==> src/rtl/pipe_scoreboard.sv <==
// pipe_scoreboard: register-hazard scoreboard for an in-order pipeline.
// Tracks the destination register of every in-flight instruction from EX
// (stage 0) to WB (stage STAGES-1), stalls ID on unresolved hazards and,
// when forwarding is built in, reports which stage can supply each source.
// Build option: define PIPE_SCB_FWD_EN to enable operand forwarding; without
// it every in-flight match stalls ID and the forwarding outputs stay at 0.
module pipe_scoreboard #(
  parameter int STAGES = 3,
  parameter int REG_W  = 5
) (
  input  logic                         clk,
  input  logic                         clr,
  input  logic                         id_valid,
  input  logic [REG_W-1:0]             id_rs,
  input  logic [REG_W-1:0]             id_rt,
  input  logic                         id_rs_used,
  input  logic                         id_rt_used,
  input  logic [REG_W-1:0]             id_rd,
  input  logic                         id_wr,
  input  logic                         id_load,
  input  logic                         flush,
  output logic                         stall,
  output logic                         issue,
  output logic [$clog2(STAGES+1)-1:0]  fwd_a,
  output logic [$clog2(STAGES+1)-1:0]  fwd_b,
  output logic                         wb_valid,
  output logic [REG_W-1:0]             wb_rd,
  output logic [15:0]                  stall_cnt
);

  localparam int FW = $clog2(STAGES+1);

  // Per-stage entry: valid bit, destination index, load flag.
  logic [STAGES-1:0] stV;
  logic [STAGES-1:0] stLd;
  logic [REG_W-1:0]  stRd [STAGES];
  logic [STAGES-1:0] matchA;
  logic [STAGES-1:0] matchB;
  logic              anyMatch;
  logic              loadUse;
  logic [15:0]       stallCnt;

  genvar gi;
  for (gi = 0; gi < STAGES; gi++) begin : gMatch
    // Register 0 is hardwired, so it never creates a dependency.
    assign matchA[gi] = id_rs_used && (id_rs != '0) && stV[gi] && (stRd[gi] == id_rs);
    assign matchB[gi] = id_rt_used && (id_rt != '0) && stV[gi] && (stRd[gi] == id_rt);
  end

  assign anyMatch = (|matchA) | (|matchB);
  // A load in EX has no result yet, so it cannot be forwarded this cycle.
  assign loadUse  = (matchA[0] | matchB[0]) & stLd[0];

`ifdef PIPE_SCB_FWD_EN
  logic [FW-1:0] selA;
  logic [FW-1:0] selB;

  // Youngest matching stage wins: scan oldest to youngest, last hit sticks.
  always_comb begin
    selA = '0;
    selB = '0;
    for (int i = STAGES-1; i >= 0; i--) begin
      if (matchA[i]) selA = FW'(i+1);
      if (matchB[i]) selB = FW'(i+1);
    end
  end

  assign stall = id_valid & ~flush & loadUse;
  assign fwd_a = selA;
  assign fwd_b = selB;
`else
  // loadUse is a subset of anyMatch; both are listed to make the rule explicit.
  assign stall = id_valid & ~flush & (anyMatch | loadUse);
  assign fwd_a = '0;
  assign fwd_b = '0;
`endif

  assign issue     = id_valid & ~stall & ~flush;
  assign wb_valid  = stV[STAGES-1];
  assign wb_rd     = stRd[STAGES-1];
  assign stall_cnt = stallCnt;

  // Valid bits shift one stage per edge; flush kills the entry leaving EX.
  always_ff @(posedge clk) begin
    if (clr) begin
      stV <= '0;
    end else begin
      stV[0] <= issue & id_wr & (id_rd != '0);
      for (int i = 1; i < STAGES; i++) begin
        stV[i] <= (i == 1) ? (stV[0] & ~flush) : stV[i-1];
      end
    end
  end

  // Payload shifts unconditionally; it is only meaningful where stV is set.
  always_ff @(posedge clk) begin
    stRd[0] <= id_rd;
    stLd[0] <= id_load;
    for (int i = 1; i < STAGES; i++) begin
      stRd[i] <= stRd[i-1];
      stLd[i] <= stLd[i-1];
    end
  end

  // Stalled-cycle counter, saturating at all ones.
  always_ff @(posedge clk) begin
    if (clr) begin
      stallCnt <= '0;
    end else if (stall && (stallCnt != 16'hFFFF)) begin
      stallCnt <= stallCnt + 16'd1;
    end
  end

endmodule
==> config.mk <==
export PLATFORM = sky130hd
export DESIGN_NAME = pipe_scoreboard
export DESIGN_NICKNAME = d
export VERILOG_FILES = /design/src/rtl/pipe_scoreboard.sv
export SDC_FILE = /design/constraint.sdc
export NUM_CORES = 1
export LEC_CHECK = 0
export CAP_MARGIN = 20
export CELL_PAD_IN_SITES_DETAIL_PLACEMENT = 1
export CELL_PAD_IN_SITES_GLOBAL_PLACEMENT = 2
export CORE_MARGIN = 2
export CORE_UTILIZATION = 25
export DETAILED_ROUTE_END_ITERATION = 8
export GPL_TIMING_DRIVEN = 0
export PLACE_DENSITY = 0.79
export SETUP_SLACK_MARGIN = 0.4
export SLEW_MARGIN = 20
export SYNTH_ARGS = -nofsm -noshare
export SYNTH_HDL_FRONTEND = slang
export SYNTH_SLANG_ARGS = --single-unit
==> constraint.sdc <==
create_clock -name clk -period 2.9 [get_ports clk]
set_input_delay 0.29 -clock clk [delete_from_list [all_inputs] [get_ports clk]]
set_output_delay 0.29 -clock clk [all_outputs]
set_load 0.005 [all_outputs]
==> results of run 1 <==
-- cell type report --
type	count	area, sq um
inverter	2	7.51
multi-input combinational	146	992
timing repair buffer	48	455
sequential	34	683
buffer	13	91.3
tap	80	100
clock buffer	7	86.3
fill	789	4340
clock inverter	1	5.00
-- state kept, by name, summed over array words and instances (netlist names) --
name       cells
stRd          15
stV            3
stall_cnt     16
-- worst max-delay path: cells and delay by family --
kind / cells / cell delay (ns)
AND/OR/NAND/NOR: 3 / 0.94
AO/OA/AOI/OAI: 2 / 0.26
buffers and inverters: 3 / 0.59
-- what timing repair did --
action                     CTS  global route
gates resized for setup     25             6
setup endpoints to repair    4             1
pin swaps                    9             2
setup buffers                3             0
-- cells by family after synthesis --
logic type,after synthesis,synth area share [%]
other cells,1,0.217
mux,2,1.30
simple gates,79,27.6
flops,34,39.4
xor+xnor,31,15.7
compound gates,29,9.27
buf+inv,15,5.72
fa+ha+maj,1,0.725
-- cells in the final DEF (no fill, tap or decap), types with 2 or more instances in the layout --
master / netlist / routed
clkdlybuf4s50_1: 0 / 33
dfxtp_1: 34 / 32
xor2_1: 25 / 25
nand3_1: 14 / 14
buf_4: 9 / 12
a21oi_1: 11 / 11
nand2_1: 9 / 9
o21ai_0: 11 / 9
or3_1: 9 / 9
nor2_1: 8 / 8
dlygate4sd2_1: 0 / 8
xnor2_1: 6 / 6
or4_1: 7 / 6
clkbuf_8: 0 / 6
and3_1: 5 / 5
nor2b_1: 5 / 5
nor4_1: 4 / 4
conb_1: 1 / 4
nor4_2: 3 / 3
clkbuf_1: 2 / 3
nand4_1: 3 / 3
a31oi_2: 0 / 2
nand2b_1: 2 / 2
inv_1: 2 / 2
and2_1: 2 / 2
o31ai_1: 2 / 2
nor3_1: 2 / 2
clkdlybuf4s15_2: 0 / 2
clkbuf_2: 0 / 2
dfxtp_2: 0 / 2
-- how the worst max path moves through the flow --
stage | slack [ns] | depth (start not counted) | end | startpoint
floorplan | 0.87 | 7 | stall_cnt[9] | stall_cnt[0]
global placement | -0.25 | 7 | issue | id_rs[1]
detailed placement | -0.27 | 7 | issue | id_rs[1]
CTS | 0.39 | 8 | issue | id_rt[1]
global route | 0.46 | 8 | issue | id_rt[2]
finish | 0.53 | 8 | issue | id_rt[2]
-- per-layer routing --
| metal | vias to the layer above | track usage [%] | part of all wire [%] |
|---|---|---|---|
| met1 | 768 | 17.3 | 47 |
| met2 | 22 | 21.4 | 48 |
| met4 | 0 | 5.03 | 1.6 |
| met3 | 6 | 2.56 | 3.0 |
| li1 | 789 | - | - |
| met5 | - | 0 | 0 |
-- power by group --
group	internal [mW]	switching, mW	total (mW)	leakage (nW)
Combinational	0.0605	0.0494	0.110	0.569
Sequential	0.479	0.0125	0.492	0.280
Clock	0.191	0.164	0.356	0.0482
-- metrics by stage --
| stage | setup slack, ns | hold slack (ns) |
|---|---|---|
| finish | 0.529 | 0.372 |
| global route | 0.462 | 0.378 |
| CTS | 0.392 | 0.371 |
| detailed placement | -0.272 | 0.382 |
| global placement | -0.246 | 0.382 |
| floorplan | 0.870 | 0.318 |
==> flow_summary_export.csv, run 1 <==
group,metric,value,unit
critical_path,worstPathArrival,2.08,ns
layout,post-route-util,35.8,%
floorplan,io_pins,51,
synth,avgSynthCellArea,8.99,sq um
synth,synth-edff-count,0,
critical_path,critPathMaxFanout,4,
power_and_ir_drop,leakage,0.897,nW
floorplan,coreArea,0.00676,sq mm
global_routing,grt-ovfl-total,0,
critical_path,crit_type,"in2out",
clock_network,cts_root_buf,"clkbuf_8",
synth,seq_area_frac_synth,39.4,%
floorplan,die_w,87.1,um
critical_path,rrSetupSlack,0.67,ns
clock_network,numCtsBuffers,5,
synth,yosysMostFrequentCell,"dfxtp_1",
route,vias,1585,
global_routing,grt_first_pass_wirelength,7670,um
critical_path,critPathCaptureType,"output pin",
run,maxCapViolCount,0,
worst_hold_path,min_to,"stRd[0][12]",
critical_path,worstPathCellList,"dlygate4sd2_1, or4_4, o21ai_4, a31oi_2, or2_4, buf_4, nor2_1, clkbuf_2",
outcome,status,"finished clean",
power_and_ir_drop,totalPowerFinal,0.957,mW
timing,slew_violations,0,
clock_network,cts.sinks,34,
floorplan,dieArea,0.00759,sq mm
route,drc,0,
synth,synth_area,0.00173,sq mm
critical_path,regToRegEndpoint,"stall_cnt[9]",
synth,yosysUniqueCellTypes,38,
clock_network,cts_buffer_depth,2,
global_routing,grt_max_degree,11,
timing,finalSetupViolCount,0,
place,place_area,0.00229,sq mm
timing,slew_headroom,65.4,%
clock_network,cts_tree,"done",
layout,nets,274,
critical_path,cpMaxStageDelayCell,"or4_4",
timing,finalHoldViolations,0,
synth,synth_common_cells,"dfxtp_1 (34), xor2_1 (25), nand3_1 (14), a21oi_1 (11), o21ai_0 (11)",
layout,syn_to_final_growth,40.2,%
synth,synth_area_leader_cell,"dfxtp_1",
layout,final_cell_count_no_fill,331,
floorplan,die_y,87.1,um
synth,ys_warn_count,0,
layout,drive_gt1_share,15.5,%
synth,synth_top_area_share,39.4,%
synth,ys.flop_type,"dfxtp_1",
worst_hold_path,min_path_type,"reg2reg",
critical_path,worstRegToRegCells,7,
place,port_buffers,45,
place,dp.cells,320,
timing,skew,0.00407,ns
route,drt-wirelength-per-cell,14.3,um
floorplan,num_rows,30,
clock_network,clock_latency,0.28,ns
critical_path,max_stage_delay,0.55,ns
timing,period_minus_slack,2.37,ns
route,drt_first_pass_iters,4,
timing,post-route-period-util,81.7,%
layout,final_area,0.00242,sq mm
power_and_ir_drop,ir_worst_vdd,150,uV
critical_path,crit_required,2.61,ns
clock_network,clk_pin_slew,0.07,ns
worst_hold_path,hold_start,"stRd[0][7]",
timing,rsz0062_at_grt,"no",
global_routing,first_global_vias,1569,
critical_path,crit_path_start_kind,"input pin",
timing,worst_pin_slew,0.520,ns
route,dr.first_iter.drc_count,47,
worst_hold_path,holdPathStages,0,
power_and_ir_drop,pwr_density_cell,395,mW/mm^2
place,gp_congestion,0.747,
route,finalWirelength,4730,um
synth,synth_area_leaders,"dfxtp_1 (39%), xor2_1 (13%), nand3_1 (4.1%)",
timing,fmax,422,MHz
floorplan,start_util,25.6,%
route,vias_per_cell,4.79,
timing,tns,0,ns
layout,diodes,0,
critical_path,r2r-start,"stall_cnt[0]",
route,ant_nets,0,
synth,netlist_instances,192,
global_routing,grtUsageTotal,13.2,%
clock_network,postCtsHoldBufs,0,
place,hpwl,3720,um
clock_network,htreeDepth,2,
global_routing,antenna_found_initial,0,
synth,ys_seq_elements,34,
synth,synth-async-reset-ratio,0,%
Power figures use the tool's default switching activity.
==> inputs of run 2 (changes only) <==
Clock period 2.9 ns to 2.2 ns, I/O delays scaled along.
==> flow_summary_export.csv, run 2 (synthesis results as in run 1) <==
group,metric,value,unit
outcome,status,"finished, violations left",
outcome,violations,"setup timing",
clock_network,clk_pin_slew,0.07,ns
floorplan,die_w,87.1,um
power_and_ir_drop,leakage,1.00,nW
clock_network,numCtsBuffers,5,
global_routing,grt_max_degree,11,
route,drc,0,
critical_path,r2r-start,"stRd[0][7]",
layout,syn_to_final_growth,57.2,%
critical_path,crit_required,2.42,ns
route,ant_nets,0,
floorplan,io_pins,51,
worst_hold_path,min_to,"stRd[0][8]",
place,port_buffers,45,
power_and_ir_drop,seqPwrFrac,51.5,%
worst_hold_path,holdPathStages,0,
place,pre_cts_ws,-0.816,ns
power_and_ir_drop,clkPwrFrac,35.2,%
clock_network,clock_latency,0.29,ns
power_and_ir_drop,ir_worst_vdd,169,uV
power_and_ir_drop,power.share.switching,25.2,%
route,vias_per_cell,4.78,
critical_path,critPathMaxFanout,6,
global_routing,grt_first_pass_wirelength,8250,um
clock_network,cts.sinks,34,
floorplan,coreArea,0.00676,sq mm
layout,drive_gt1_share,31.2,%
timing,fmax,420,MHz
route,dr.first_iter.drc_count,39,
clock_network,cts_tree,"done",
timing,finalSetupViolCount,10,
power_and_ir_drop,intPower,0.941,mW
floorplan,dieArea,0.00759,sq mm
power_and_ir_drop,totalPowerFinal,1.26,mW
clock_network,htreeDepth,2,
timing,post-route-period-util,108,%
critical_path,worstPathCellList,"xor2_1, nor4_1, nand3_1, a31oi_2, buf_4, buf_6, buf_6, buf_6, o21ai_4, buf_6, or4_4, a21oi_2",
critical_path,path_common_cell,"buf_6",
route,drt_first_pass_iters,2,
timing,slew_violations,0,
global_routing,first_global_vias,1692,
power_and_ir_drop,pwr_density_cell,463,mW/mm^2
critical_path,critPathLaunch,"stRd[0][7]",
timing,whs,0.377,ns
timing,period_minus_slack,2.38,ns
route,vias,1639,
critical_path,crit_type,"reg2reg",
critical_path,critPathBufInv,5,
floorplan,start_util,25.6,%
layout,largest_reg_flops,16,
place,gp_congestion,0.759,
critical_path,rrSetupSlack,-0.18,ns
layout,final_common_cell,"clkdlybuf4s50_1",
timing,tns,-1.05,ns
worst_hold_path,min_path_type,"reg2reg",
clock_network,postCtsHoldBufs,0,
place,place_area,0.00234,sq mm
layout,layout_common_cells,"clkdlybuf4s50_1 (33), dfxtp_1 (26), xor2_1 (23)",
critical_path,worstPathArrival,2.61,ns
global_routing,grt-ovfl-total,0,
layout,final_area,0.00272,sq mm
critical_path,regToRegEndpoint,"stall_cnt[14]",
layout,nets,287,
worst_hold_path,hold_start,"stRd[0][3]",
place,hpwl,3730,um
clock_network,cts_root_buf,"clkbuf_8",
layout,n_fill_cell,797,
timing,setup_slack,-0.182,ns
run,maxCapViolCount,0,
power_and_ir_drop,p_switching,0.316,mW
critical_path,path_delay_family,"simple AND/OR/NAND/NOR gates",
timing,rsz0062_at_grt,"yes",
critical_path,critPathCaptureType,"register",
power_and_ir_drop,p_comb_share,13.3,%
timing,slew_headroom,64.7,%
clock_network,cts_buffer_depth,2,
timing,skew,0.0127,ns
global_routing,antenna_found_initial,0,
timing,finalHoldViolations,0,
route,drt-wirelength-per-cell,15.3,um
layout,diodes,0,
critical_path,cpMaxStageDelayCell,"or4_4",
floorplan,num_rows,30,
critical_path,max_stage_delay,0.41,ns
critical_path,worstRegToRegCells,12,
global_routing,grtUsageTotal,14.2,%
floorplan,die_y,87.1,um
critical_path,crit_path_start_kind,"register",
route,finalWirelength,5240,um
timing,worst_pin_slew,0.530,ns
## run 2: cell type report
cell class                 count  area [sq um]  area share (%)
clock buffer                   7          76.3            2.81
buffer                        13           101            3.73
multi-input combinational    146          1130            41.5
inverter                       2          7.51           0.276
tap                           80           100            3.69
sequential                    34           693            25.5
timing repair buffer          61           611            22.5
## run 2: what timing repair did
item                                   CTS  global route
endpoints found under the hold margin    0             0
resized for setup                       61            21
setup buffers                            9             5
cloned                                   2             0
setup endpoints to repair               19            19
pin swaps                               18            16
## run 2: through the flow
| stage | std cells | utilization (%) |
|---|---|---|
| 2_1_floorplan | 195 | - |
| 3_3_place_gp | 320 | 34.6 |
| 3_5_place_dp | 320 | 34.6 |
| 4_1_cts | 338 | 38.6 |
| 5_1_grt | 343 | 40.2 |
| 6_report | 343 | 40.2 |
## run 2: layer usage
layer,vias up,track usage (%),wire length (um)
met5,-,0,0
met4,0,5.45,86
met3,7,2.75,135
met2,23,23.5,2570
met1,800,18.2,2450
li1,809,-,-
## run 2: power groups by stage
| stage | logic, mW | clock network (mW) | registers (mW) |
|---|---|---|---|
| 6_report | 0.167 | 0.443 | 0.648 |
| 5_1_grt | 0.182 | 0.479 | 0.650 |
| 4_1_cts | 0.160 | 0.455 | 0.648 |
| 3_5_place_dp | 0.149 | 0 | 0.663 |
| 3_3_place_gp | 0.147 | 0 | 0.662 |
| 2_1_floorplan | 0.0703 | 0 | 0.658 |
## run 2: worst max-delay path by stage
stage | to | cells past startpoint | slack [ns]
3_5_place_dp | issue | 7 | -0.82
4_1_cts | stall_cnt[14] | 12 | -0.21
5_1_grt | stall_cnt[14] | 12 | -0.30
3_3_place_gp | issue | 7 | -0.81
6_report | stall_cnt[14] | 12 | -0.18
2_1_floorplan | stall_cnt[9] | 7 | 0.37
